**config.mk**
```make
export PLATFORM = sky130hd
export DESIGN_NAME = counter_arbiter
export DESIGN_NICKNAME = d
export VERILOG_FILES = /design/src/rtl/counter_arbiter_pkg.sv /design/src/rtl/counter_core.sv /design/src/rtl/counter_arbiter.sv
export SDC_FILE = /design/constraint.sdc
export NUM_CORES = 1
export LEC_CHECK = 0
export BUFFER_PORTS_ARGS = -buffer_cell sky130_fd_sc_hd__buf_2
export CAP_MARGIN = 15
export CORE_MARGIN = 3
export CORE_UTILIZATION = 54
export CTS_BUF_LIST = sky130_fd_sc_hd__clkbuf_8
export CTS_CLUSTER_SIZE = 10
export DETAILED_ROUTE_END_ITERATION = 16
export PLACE_DENSITY = 0.81
export SLEW_MARGIN = 20
export SYNTH_ARGS = -nofsm -noshare
export SYNTH_HDL_FRONTEND = slang
export SYNTH_SLANG_ARGS = --single-unit
export TNS_END_PERCENT = 30
```
**constraint.sdc**
```tcl
create_clock -name clk -period 1.75 [get_ports clk]
set_input_delay 0.2625 -clock clk [delete_from_list [all_inputs] [get_ports clk]]
set_output_delay 0.2625 -clock clk [all_outputs]
set_load 0.005 [all_outputs]
```
**src/rtl/counter_arbiter_pkg.sv**
```systemverilog
// Shared encodings for the counter arbiter: requester operations and FSM states.
package counter_arbiter_pkg;

  typedef enum logic [1:0] {
    OP_NOP = 2'b00,
    OP_INC = 2'b01,
    OP_DEC = 2'b10,
    OP_CLR = 2'b11
  } op_t;

  typedef enum logic [1:0] {
    S_IDLE    = 2'b00,
    S_GRANT   = 2'b01,
    S_RELEASE = 2'b10
  } state_t;

  function automatic logic [1:0] onehot(input logic idx);
    return idx ? 2'b10 : 2'b01;
  endfunction

endpackage

```
**src/rtl/counter_core.sv**
```systemverilog
// WIDTH-bit up/down counter with wrap flags; updates only when en is high.
module counter_core
  import counter_arbiter_pkg::*;
#(
  parameter int WIDTH = 4
) (
  input  logic             clk,
  input  logic             CLR,
  input  logic             en,
  input  logic [1:0]       op,
  output logic [WIDTH-1:0] count,
  output logic             ovf,
  output logic             udf
);

  localparam logic [WIDTH-1:0] ONE = WIDTH'(1);
  localparam logic [WIDTH-1:0] MAX = '1;

  // NOTE: sequential state uses non-blocking assignments so every flop samples pre-edge values.
  always_ff @(posedge clk or posedge CLR) begin
    if (CLR) begin
      count <= '0;
      ovf   <= 1'b0;
      udf   <= 1'b0;
    end else begin
      ovf <= 1'b0;
      udf <= 1'b0;
      if (en) begin
        case (op)
          OP_INC: begin
            count <= count + ONE;
            ovf   <= (count == MAX);
          end
          OP_DEC: begin
            count <= count - ONE;
            udf   <= (count == '0);
          end
          OP_CLR:  count <= '0;
          default: count <= count;
        endcase
      end
    end
  end

endmodule

```
**src/rtl/counter_arbiter.sv**
```systemverilog
// Round-robin req/gnt/done arbiter giving two requesters exclusive use of one counter.
module counter_arbiter
  import counter_arbiter_pkg::*;
#(
  parameter int WIDTH = 4
) (
  input  logic             clk,
  input  logic             CLR,
  input  logic [1:0]       req,
  input  logic [1:0]       op0,
  input  logic [1:0]       op1,
  output logic [1:0]       gnt,
  output logic             done,
  output logic             busy,
  output logic [WIDTH-1:0] count,
  output logic             ovf,
  output logic             udf
);

  state_t state, state_nxt;
  logic   owner;
  logic   rr;
  logic   win;
  logic   en;
  op_t    op_q;

  // NOTE: every always_comb output gets a default first so no latch is inferred.
  always_comb begin
    win = rr;
    if (req == 2'b01)      win = 1'b0;
    else if (req == 2'b10) win = 1'b1;
  end

  always_ff @(posedge clk or posedge CLR) begin
    if (CLR) state <= S_IDLE;
    else     state <= state_nxt;
  end

  always_comb begin
    state_nxt = state;
    case (state)
      S_IDLE:    if (|req) state_nxt = S_GRANT;
      S_GRANT:   state_nxt = S_RELEASE;
      S_RELEASE: if (!req[owner]) state_nxt = S_IDLE;
      default:   state_nxt = S_IDLE;
    endcase
  end

  // Owner and op are captured only on the grant edge, so later op/req changes are ignored.
  always_ff @(posedge clk or posedge CLR) begin
    if (CLR) begin
      owner <= 1'b0;
      op_q  <= OP_NOP;
      rr    <= 1'b0;
      done  <= 1'b0;
    end else begin
      done <= (state == S_GRANT);
      if (state == S_IDLE && |req) begin
        owner <= win;
        op_q  <= win ? op_t'(op1) : op_t'(op0);
      end
      if (state == S_RELEASE && !req[owner]) rr <= ~owner;
    end
  end

  always_comb begin
    gnt  = 2'b00;
    busy = 1'b0;
    en   = 1'b0;
    case (state)
      S_GRANT: begin
        gnt  = onehot(owner);
        busy = 1'b1;
        en   = 1'b1;
      end
      S_RELEASE: begin
        gnt  = onehot(owner);
        busy = 1'b1;
      end
      default: ;
    endcase
  end

  counter_core #(.WIDTH(WIDTH)) u_core (
    .clk   (clk),
    .CLR   (CLR),
    .en    (en),
    .op    (op_q),
    .count (count),
    .ovf   (ovf),
    .udf   (udf)
  );

endmodule

```
==> impl_metrics.sql <==
INSERT INTO impl_metrics (metric_group, metric, value, unit) VALUES
('status', 'status', 'complete, no violations', ''),
('synth', 'yosysMostFrequentCell', 'dfrtp_1', ''),
('clocking', 'cts-buffers-inserted', '3', ''),
('synth', 'syn_inst', '76', ''),
('layout', 'diodes', '0', ''),
('synth', 'library_cell_with_the_largest_summed_area_after_synthesis', 'dfrtp_1', ''),
('setup_path', 'critical_path.endpoint_type', 'output pin', ''),
('global_routing', 'global_route.overflow_total', '0', ''),
('setup_path', 'worst_path_fanout_max', '3', ''),
('synth', 'mappedNetlistArea', '769.5', 'µm²'),
('global_routing', 'grt_pass1_vias', '605', ''),
('synth', 'synthDistinctLibCells', '34', ''),
('power_and_ir_drop', 'power.density', '1758', 'nW/µm²'),
('drt', 'antenna_violating_nets_post_route', '0', ''),
('layout', 'share_of_final_layout_standard_cells_stronger_than_drive_strength_1', '0.2553', ''),
('setup_path', 'timing.rr.start', 'state[0]', ''),
('global_routing', 'maximum_number_of_pins_on_one_net_before_global_route_repair', '14', ''),
('drt', 'drt_pass1_iterations', '4', ''),
('clocking', 'cts-root-buf', 'clkbuf_8', ''),
('global_routing', 'initial_antenna_violation_count', '0', ''),
('layout', 'num-nets-final', '108', ''),
('sta', 'slew_violations', '0', ''),
('global_routing', 'wire_length_of_the_first_global_routing_pass', '2684', 'µm'),
('clocking', 'max_clock_buf_depth', '2', ''),
('placement', 'placement.cell_area', '855.8', 'µm²'),
('sta', 'fmaxAchievable', '615.2', 'MHz'),
('drt', 'wl_per_cell', '14.71', 'µm'),
('layout', 'post-route-cell-area', '900.9', 'µm²'),
('clocking', 'clock_latency_reported_for_the_late_side_of_the_worst_skew_pair', '240', 'ps'),
('setup_path', 'r2r_slack', '230', 'ps'),
('placement', 'hpwl', '1108', 'µm'),
('layout', 'instances_no_fill', '108', ''),
('synth', 'synthesis.yosys.warnings', '0', ''),
('placement', 'gp_congestion', '0.7768', ''),
('sta', 'period_minus_ws_final', '1626', 'ps'),
('synth', 'synth.top_cell.area_share', '0.4228', ''),
('drt', 'drc_errors', '0', ''),
('flow_run', 'cap_viol_max_count', '0', ''),
('drt', 'drt_iter0_markers', '17', ''),
('synth', 'synth_enable_flop_cells', '0', ''),
('clocking', 'cts_hold_repair.buffers', '0', ''),
('sta', 'grt_setup_unrepaired', 'false', ''),
('drt', 'vias', '645', ''),
('setup_path', 'critical_path.reg2reg.endpoint', 'state[0]', ''),
('sta', 'skew', '2.550', 'ps'),
('clocking', 'cts.repair.resized', '0', ''),
('synth', 'synth_area_leaders', 'dfrtp_1 (42%), ha_1 (8.1%), o2111ai_1 (4.6%)', ''),
('setup_path', 'worst_ep_required_time', '1490', 'ps'),
('synth', 'syn_area_per_cell', '10.12', 'µm²'),
('power_and_ir_drop', 'vdd_drop_max', '1.320', 'mV'),
('synth', 'synthesized_netlist_net_count', '89', ''),
('floorplan', 'floorplan.core_area', '1216', 'µm²'),
('clocking', 'cts.reportedPaths.clkPinSlew', '60', 'ps'),
('global_routing', 'grtUsageTotal', '0.1857', ''),
('drt', 'viasPerCell', '5.972', ''),
('floorplan', 'floorplan.die_area', '1914', 'µm²'),
('layout', 'filler_cell_count', '90', ''),
('floorplan', 'effective_utilization_at_floorplan', '0.6327', ''),
('clocking', 'tritoncts', 'yes', ''),
('setup_path', 'start_kind', 'register', ''),
('synth', 'ys_top_cells_by_count', 'dfrtp_1 (13), nand2_1 (7), inv_1 (6)', ''),
('synth', 'synth_seq_area_share', '0.4228', ''),
('placement', 'post_placement_cell_count', '104', ''),
('sta', 'finalSetupTns', '0', 'ps'),
('setup_path', 'critPathArrivalTime', '1360', 'ps'),
('sta', 'finalHoldViolations', '0', ''),
('worst_hold_path', 'holdCritPathClass', 'in2async', ''),
('sta', 'worst_pin_slew', '491.4', 'ps'),
('clocking', 'cts_htree_levels', '1', ''),
('power_and_ir_drop', 'leakage', '0.0004475', 'µW'),
('drt', 'routed_wirelength', '1589', 'µm');
through the flow:
step | power [µW] | setup slack, ps | hold WS, ps
finish | 1583 | 124.5 | 32.22
global route | 1724 | 63.77 | 67.84
CTS | 1589 | 146.7 | 53.21
detailed placement | 1311 | 269.4 | 315.4
global placement | 1284 | 315.4 | 300.6
floorplan | 1099 | 333.4 | 139.5
power breakdown:
part	switching, µW	internal [µW]	leakage, µW	total (µW)
combinational	372	365	0.000262	737
clock	110	155	0.0000269	265
sequential	165	418	0.000158	582
layer usage:
layer / wire [µm] / vias up / track usage
li1: - / 308 / -
met1: 682 / 300 / 0.2345
met2: 773 / 29 / 0.3023
met3: 96 / 8 / 0.04979
met4: 37 / 0 / 0.06627
met5: 0 / - / 0
logic make-up after synthesis:
kind of cell	count (synthesis)	synth area share
XOR/XNOR	2	0.02277
multiplexers	4	0.06178
flip-flops	13	0.4228
AND/OR/NAND/NOR	25	0.1821
AO/OA/AOI/OAI	18	0.1789
buffers and inverters	9	0.05040
adder cells (fa/ha/maj)	5	0.08130
how the worst max path moves through the flow:
stage                     slack, ps              end  cells after the start
final                           120           gnt[0]                      4
after global routing             60           gnt[1]                      4
after CTS                       150           gnt[1]                      4
after detailed placement        270         state[0]                      4
after global placement          320  u_core.count[2]                      6
after floorplan                 330         state[1]                      5
sequential cells by signal, summed over array words and instances, names as in the netlist:
register	count
done	1
rr	1
u_core.count	4
u_core.udf	1
state	2
u_core.ovf	1
op_q	2
owner	1
final cells by class:
type	instances	area, µm²	area share
tap	14	17.52	0.01944
sequential	13	325.3	0.3611
timing repair buffer	17	85.08	0.09444
inverter	6	22.52	0.02500
clock buffer	3	41.29	0.04583
clock inverter	1	3.754	0.004167
multi-input combinational	54	405.4	0.4500
worst max-delay path: stages, from the launching register on:
cell and delay [ps]:
dfrtp_1 390, inv_1 100, ha_1 320, and2b_2 190, buf_2 120
placed cells by master (no fill, tap or decap), types with 2 or more instances in the layout:
cell type and n:
buf_2 17, dfrtp_1 13, inv_1 7, nand2_1 7, ha_1 5, nand2b_1 4
o2111ai_1 4, a21oi_1 3, o21ai_0 3, nor2_1 3, clkbuf_8 3, mux2_1 2
nand3_1 2, nand4_1 2
Power figures use the tool's default switching activity.
